[src/rtl/div_iter.sv]
// Multi-cycle radix-2 restoring divider, signed or unsigned per request.
// Quotient and remainder are produced together behind valid/ready handshakes.
//
// state | meaning
// IDLE  | waiting for a request, in_ready high
// CALC  | one quotient bit per cycle, MSB first
// DONE  | result held on the outputs until the consumer takes it
module div_iter #(
  parameter  int W  = 32,
  localparam int CW = $clog2(W) + 1
) (
  input  logic         phi,
  input  logic         rst,
  input  logic         in_valid,
  output logic         in_ready,
  input  logic [W-1:0] a,
  input  logic [W-1:0] b,
  input  logic         is_signed,
  output logic         out_valid,
  input  logic         out_ready,
  output logic [W-1:0] quot,
  output logic [W-1:0] rem,
  output logic         div_zero
);

  typedef enum logic [1:0] {
    IDLE = 2'd0,
    CALC = 2'd1,
    DONE = 2'd2
  } state_t;

  state_t          r_state;
  state_t          w_state_nxt;
  logic [CW-1:0]   r_cnt;
  logic [W-1:0]    r_dvd;
  logic [W-1:0]    r_dvs;
  logic [W-2:0]    r_acc;
  logic [W-1:0]    r_quot;
  logic [W-1:0]    r_rem;
  logic            r_div_zero;
  logic            r_neg_q;
  logic            r_neg_r;

  logic            w_accept;
  logic            w_b_zero;
  logic            w_a_neg;
  logic            w_b_neg;
  logic [W-1:0]    w_abs_a;
  logic [W-1:0]    w_abs_b;
  logic [W-1:0]    w_partial;
  logic            w_ge;
  logic [W-1:0]    w_acc_nxt;
  logic [W-1:0]    w_q_nxt;
  logic            w_last;

  assign in_ready  = (r_state == IDLE);
  assign out_valid = (r_state == DONE);
  assign quot      = r_quot;
  assign rem       = r_rem;
  assign div_zero  = r_div_zero;

  assign w_accept  = in_valid & in_ready;
  assign w_b_zero  = (b == '0);
  assign w_a_neg   = is_signed & a[W-1];
  assign w_b_neg   = is_signed & b[W-1];
  assign w_abs_a   = w_a_neg ? (~a + 1'b1) : a;
  assign w_abs_b   = w_b_neg ? (~b + 1'b1) : b;

  // The running remainder stays below 2^k after k steps, so its MSB can only be
  // set by the final subtraction; that last value goes straight to r_rem.
  assign w_partial = {r_acc, r_dvd[W-1]};
  assign w_ge      = (w_partial >= r_dvs);
  assign w_acc_nxt = w_ge ? (w_partial - r_dvs) : w_partial;
  assign w_q_nxt   = {r_dvd[W-2:0], w_ge};
  assign w_last    = (r_cnt == CW'(1));

  always_ff @(posedge phi or posedge rst) begin
    if (rst) begin
      r_state <= IDLE;
    end else begin
      r_state <= w_state_nxt;
    end
  end

  always_comb begin
    w_state_nxt = r_state;
    case (r_state)
      IDLE: begin
        if (w_accept) begin
          w_state_nxt = w_b_zero ? DONE : CALC;
        end
      end
      CALC: begin
        if (w_last) begin
          w_state_nxt = DONE;
        end
      end
      DONE: begin
        if (out_ready) begin
          w_state_nxt = IDLE;
        end
      end
      default: w_state_nxt = IDLE;
    endcase
  end

  always_ff @(posedge phi or posedge rst) begin
    if (rst) begin
      r_cnt      <= '0;
      r_dvd      <= '0;
      r_dvs      <= '0;
      r_acc      <= '0;
      r_quot     <= '0;
      r_rem      <= '0;
      r_div_zero <= 1'b0;
      r_neg_q    <= 1'b0;
      r_neg_r    <= 1'b0;
    end else begin
      case (r_state)
        IDLE: begin
          if (w_accept) begin
            r_neg_q <= w_a_neg ^ w_b_neg;
            r_neg_r <= w_a_neg;
            r_dvd   <= w_abs_a;
            r_dvs   <= w_abs_b;
            r_acc   <= '0;
            if (w_b_zero) begin
              // Divide by zero bypasses the iteration and reports the raw dividend.
              r_cnt      <= '0;
              r_quot     <= '1;
              r_rem      <= a;
              r_div_zero <= 1'b1;
            end else begin
              r_cnt <= CW'(W);
            end
          end
        end
        CALC: begin
          r_cnt <= r_cnt - 1'b1;
          r_acc <= w_acc_nxt[W-2:0];
          r_dvd <= w_q_nxt;
          if (w_last) begin
            r_quot     <= r_neg_q ? (~w_q_nxt + 1'b1) : w_q_nxt;
            r_rem      <= r_neg_r ? (~w_acc_nxt + 1'b1) : w_acc_nxt;
            r_div_zero <= 1'b0;
          end
        end
        default: ;
      endcase
    end
  end

endmodule
[config.mk]
export PLATFORM = sky130hd
export DESIGN_NAME = div_iter
export DESIGN_NICKNAME = d
export VERILOG_FILES = /design/src/rtl/div_iter.sv
export SDC_FILE = /design/constraint.sdc
export NUM_CORES = 1
export LEC_CHECK = 0
export ABC_AREA = 1
export CAP_MARGIN = 25
export CORE_MARGIN = 3
export CORE_UTILIZATION = 53
export CTS_CLUSTER_SIZE = 25
export DETAILED_ROUTE_END_ITERATION = 10
export GPL_TIMING_DRIVEN = 0
export PLACE_DENSITY = 0.78
export SLEW_MARGIN = 10
export SYNTH_ARGS = -nofsm -noshare
export SYNTH_HDL_FRONTEND = slang
export SYNTH_SLANG_ARGS = --single-unit
export TNS_END_PERCENT = 5
[constraint.sdc]
create_clock -name phi -period 5.5 [get_ports phi]
set_input_delay 1.1 -clock phi [delete_from_list [all_inputs] [get_ports phi]]
set_output_delay 1.1 -clock phi [all_outputs]
set_load 0.02 [all_outputs]
== Word level (Yosys, flattened, before mapping) ==
Cells that the tools add are included.

* Bits in registers: 170
* Input port bits: 69

* $add $sub $neg: 6
* Order comparisons: 1
* Eq/ne operators: 7
* Mux-type cells: 29
* Bitwise gates (word level): 8
* Reduce and logical (&&, ||, !) cells: 7

{| class="wikitable"
|+ Operator list
! cell !! number
|-
| $mux W32 || 12
|-
| $pmux W32 S2 || 3
|-
| $add A32 B1 Y32 const B || 4
|-
| $not A32 Y32 || 4
|-
| $pmux W31 S2 || 1
|-
| $ge A32 B32 Y1 || 1
|-
| $logic_not A32 Y1 || 1
|-
| $sub A32 B32 Y32 || 1
|-
| $mux W31 || 1
|-
| $mux W6 || 2
|-
| $pmux W6 S2 || 1
|-
| $mux W2 || 4
|-
| $eq A6 B1 Y1 const B || 1
|-
| $ne A2 B1 Y1 const B || 3
|-
| $pmux W2 S3 || 1
|-
| $sub A6 B1 Y6 const B || 1
|-
| $reduce_and A2 Y1 || 2
|-
| $reduce_and A4 Y1 || 1
|-
| $and A1 B1 Y1 || 3
|-
| $mux W1 || 3
|-
| $reduce_and A3 Y1 || 1
|-
| $eq A2 B1 Y1 const B || 1
|-
| $eq A2 B2 Y1 const B || 1
|-
| $logic_not A2 Y1 || 1
|-
| 4 further kinds || 4
|}

== Logic depth before layout (Yosys ltp) ==
* Depth after elaboration: 7
* Depth in mapped cells: 29
* Gate-level depth less buffers: 28

== Worst setup path after synthesis ==
No wires, ideal clock.

* Path type: register -> register
* From: register r_dvd[31]
* To: register r_quot[30] (netlist: quot[30])
* Library setup time: 122 ps
* Arrival time: 3,624 ps
* Required time: 5,378 ps
* Setup slack: 1,754 ps
* Stages on the path, launching flop included: 29
* Path through: dfrtp_1 > inv_1 > ha_1 > fa_1 > inv_1 > nand2_1 > nand2_1 > nand3b_1 > nand2_1 > nand2_1 > nand3_2 > nand2_4 > nand2_8 > inv_1 > buf_2 > ha_1 > nand3_1 > nor3_1 > nand3_1 > nor3_2 > nand4_1 > nor2_1 > nand3_1 > nor2_1 > nand2_1 > o21ai_1 > nand4_1 > nand2_1 > o21ai_1

* Cells in the longest elaborated chain, start to end: 6

{| class="wikitable"
|+ Ends and longest elaborated chain
! what !! line !! RTL
|-
| from (decl) || 35 || <nowiki>logic [W-1:0] r_dvd;</nowiki>
|-
| from (signal assigned) || 124 || <nowiki>r_dvd <= w_abs_a;</nowiki>
|-
| from (signal assigned) || 141 || <nowiki>r_dvd <= w_q_nxt;</nowiki>
|-
| $ge A32 B32 Y1 || 72 || <nowiki>assign w_ge = (w_partial >= r_dvs);</nowiki>
|-
| $not A32 Y32 || 143 || <nowiki>r_quot <= r_neg_q ? (~w_q_nxt + 1'b1) : w_q_nxt;</nowiki>
|-
| $add A32 B1 Y32 || 143 ||
|-
| $mux W32 || 143 ||
|-
| $mux W32 || 142 || <nowiki>if (w_last) begin</nowiki>
|-
| $pmux W32 S2 || 119 || <nowiki>case (r_state)</nowiki>
|-
| to (signal assigned) || 143 ||
|-
| to (decl) || 38 || <nowiki>logic [W-1:0] r_quot;</nowiki>
|}

No other way between the ends. The select of a mux whose other input is x is not followed.
A chain may end at the register's enable or synchronous reset.

== Worst setup path after layout ==
Same ends and word-level chain as after synthesis.

==> metrics.md <==
| Metric | Value |
|---|---|
| Cell type with the highest aggregate area in the netlist | `dfrtp_1` |
| Clock-pin slew of the registers on the worst-case setup and hold paths | `80 ps` |
| Clock sink count | `170` |
| Area share of xor/xnor cells in the synthesized design | `between 2 and 3%` |
| Area of all sequential standard cells | `about 0.0043 mm²` |
| Estimated wirelength of the detail-placed design | `~40,000 µm` |
| Number of rows created at floorplan | `between 50 and 60` |
| Top-area cell type share of the netlist area | `roughly a third` |
| Reg-to-Reg Start | `r_dvd[31]$_DFFE_PP0P_` |
| Fraction of the mapped netlist area in adder cells | `3.71%` |
| Simple-gate area share of the yosys netlist | `around 36%` |
| Area overhead of the layout relative to synthesis | `18.5%` |
| Total GRT Usage | `between 30% and 40%` |
| Remaining global-route overflow | `0` |
| Peak Freq | `202 MHz` |
| Max stage delay cell, worst path | `dfrtp_1` |
| Most frequently used flop master after synthesis | `dfrtp_1` |
| Synthesized area | `0.0134 mm²` |
| Endpoint type of the worst setup path | `flip-flop` |
| Launching element of the worst setup path | `r_dvd[31]$_DFFE_PP0P_` |
| Vias | `15,011` |
| # setup viols final | `0` |
| Number of violations of the max-capacitance limit | `0` |
| Die area | `roughly 0.027 mm²` |
| Synth Area in Compound Gates | `between 10% and 20%` |
| Number of DRC violations after detailed-routing iteration 0 | `roughly 1,900` |
| Fraction of synthesized area in multiplexers | `less than 1%` |
| Worst Setup Path Type | `reg -> reg` |
| Y dimension of the die | `~160 µm` |
| Gate count after technology mapping | `approximately 2,100` |
| Maximum number of pins on one net before global-route repair | `38` |
| Actual transition at the worst max-transition pin | `1000 ps` |
| Root buffer cell | `clkbuf_16` |
| Number of enable flip-flop cells after synthesis | `0` |
| Outcome | `finished clean` |
| Core region area | `around 0.025 mm²` |
| Endpoint of the worst setup timing path | `quot[30]$_DFFE_PP0P_` |
| Global-route wire length before repair | `77,100 µm` |
| 1st-pass router iterations | `7` |
| Vias per cell | `just under 6` |
| Initial antenna violation count | `2` |
| Part of the Yosys area used for sequential elements | `between 30% and 40%` |
| Number of endpoints with negative hold slack in the final report | `0` |
| Final weighted congestion of routability-driven global placement | `approximately 1.0` |
| Number of distinct library cell variants in the gate-level netlist after synthesis | `54` |
| Async set or reset register ratio after synthesis | `between 90% and 100%` |
| Worst Hold Class | `reg -> reg` |
| Yosys warnings | `0` |
| Headroom to the max-slew limit | `33.1%` |
| Count of unresolved DRC violations after routing | `0` |
| Remaining antenna violation count | `0` |
| Die width | `roughly 160 µm` |
| Final Max Tran Viols | `0` |
| Endpoint of the worst-slack reg-to-reg timing path | `quot[30]$_DFFE_PP0P_` |
| Total nets after synthesis | `2,190` |
| Number of buffers inserted during clock tree synthesis | `17` |
| Final critical-path required period | `between 4000 and 5000 ps` |
| Worst reg-to-reg path cell count | `28` |
| Avg Synthesized Cell Area | `approximately 6.4 µm²` |
| Clock tree from TritonCTS | `yes` |
| Setup TNS | `0 ps` |
| Most frequent CP cell | `nand2_1` |
| Wire length per cell after detailed routing | `about 20 µm` |
| H-tree depth | `4` |
| Post-route clock period utilization | `around 90%` |
| Post-CTS Hold Fix Bufs | `0` |
| Count of buffers added by post-CTS timing repair for setup | `0` |
| Data required time at the worst endpoint | `approximately 5800 ps` |
| Number of buffers on the longest clock path | `2` |
| Share of final-layout standard cells stronger than drive strength 1 | `6.17%` |
| Nature of the critical path startpoint | `flip-flop` |
| Hold Path Cell Cnt | `2` |
| Net count, final | `about 2,300` |
| Critical Path Max Stage Delay | `360 ps` |
| Io pins | `between 100 and 150` |
| Total of fill cells in the finished design | `roughly 2,300` |
| Routed wire length | `50,900 µm` |
| Number of buffers inserted by port buffering | `between 100 and 150` |
| RSZ-0062 raised after global routing | `false` |
| Post-cts repair resize count | `0` |
| Top post-synthesis cells by area | `dfrtp_1 (32%), nand2_1 (17%), inv_1 (8.3%)` |
| R2R setup slack | `between 500 and 600 ps` |
| Maximum fanout count along the critical path | `10` |
| Synth cell count leaders | `nand2_1 (599), inv_1 (297), nor2_1 (220), dfrtp_1 (170), nand3_1 (162)` |
| Vias in the first global route | `13,989` |
| Starting Density | `between 50% and 60%` |
| Clock latency at the later pin of the worst-skew pair | `between 400 and 500 ps` |
| Critical path data arrival time | `around 5300 ps` |
| Clock Skew | `approximately 17 ps` |
| Area occupied by multi-input gates | `~0.0076 mm²` |
| Top-count cell post-synth | `nand2_1` |
| Number of flip-flops and latches in the synthesized netlist | `170` |
| Dominant combinational cell family by area after synthesis | `simple AND/OR/NAND/NOR gates` |
[routing by layer]
layer	vias up	track usage, %	wire length, µm
li1	7033	-	-
met1	6973	53.1	21900
met2	874	56.6	21700
met3	131	8.45	5610
met4	0	12.2	1640
met5	-	0	0
[worst max-delay path: cells and delay by family, from the launching register on]
kind / cells / cell delay [ps]
adder cells (fa/ha/maj): 3 / 710
AO/OA/AOI/OAI: 2 / 240
flip-flops: 1 / 360
buffers and inverters: 4 / 770
AND/OR/NAND/NOR: 19 / 2750
[cell usage in the layout (no fill, tap or decap), types with 7 or more instances in the layout]
cell type        count
a21oi_1             90
a31oi_1             17
buf_2               13
clkbuf_1            48
clkbuf_16           17
clkdlybuf4s50_1    135
dfrtp_1            170
ha_1                38
inv_1              296
nand2_1            599
nand2_2             22
nand3_1            162
nand3b_1             7
nand4_1             26
nor2_1             219
nor2_2              12
nor3_1              20
nor3_2               7
o211ai_1            11
o21ai_0            138
o21ai_1              7
o221ai_1             9
o22ai_1             28
o31ai_1             18
or2_2               11
xnor2_1             10
xor2_1              30
[how the worst min path moves through the flow]
stage | start | to
after floorplan | r_dvs[10]$_DFFE_PP0P_ | r_dvs[10]$_DFFE_PP0P_
after global placement | quot[29]$_DFFE_PP0P_ | quot[29]$_DFFE_PP0P_
after detailed placement | quot[29]$_DFFE_PP0P_ | quot[29]$_DFFE_PP0P_
after CTS | quot[29]$_DFFE_PP0P_ | quot[29]$_DFFE_PP0P_
after global routing | r_dvs[18]$_DFFE_PP0P_ | r_dvs[18]$_DFFE_PP0P_
final | quot[25]$_DFFE_PP0P_ | quot[25]$_DFFE_PP0P_
[sequential cells by signal, indices dropped and copies added, names as in the netlist]
register  count
r_cnt         6
r_neg_r       1
r_dvd        32
rem          32
div_zero      1
quot         32
r_acc        31
r_dvs        32
r_state       2
r_neg_q       1
[metrics by stage]
stage          std cells  cell area, µm²  utilization [%]  hold WS, ps  setup WS, ps
2_1_floorplan       2082           13400                -          453          1750
3_3_place_gp        2541           15100             61.7          466           539
3_5_place_dp        2546           15200             62.1          471           407
4_1_cts             2578           15800             64.5          489           407
5_1_grt             2578           15800             64.6          517           114
6_report            2579           15800             64.6          491           544
[kinds of logic after synthesis]
kind of cell | after synthesis
AOI/OAI and AO/OA | 345
DFF | 170
adders and majority gates | 39
buffers and inverters | 378
muxes | 2
and+or+nand+nor | 1108
xor gates and xnor gates | 40
[area by class of cell]
| cell class | instances | share of cell area, % |
|---|---|---|
| multi-input combinational | 1534 | 48.1 |
| sequential | 170 | 26.8 |
| tap | 324 | 2.56 |
| antenna | 1 | 0.0158 |
| clock buffer | 19 | 2.79 |
| timing repair buffer | 140 | 9.20 |
| inverter | 304 | 7.22 |
| clock inverter | 13 | 0.939 |
| buffer | 74 | 2.30 |
Power is left out: the tool's default activity adds up to more than one toggle a clock period on the data nets, which glitch-free logic cannot reach.
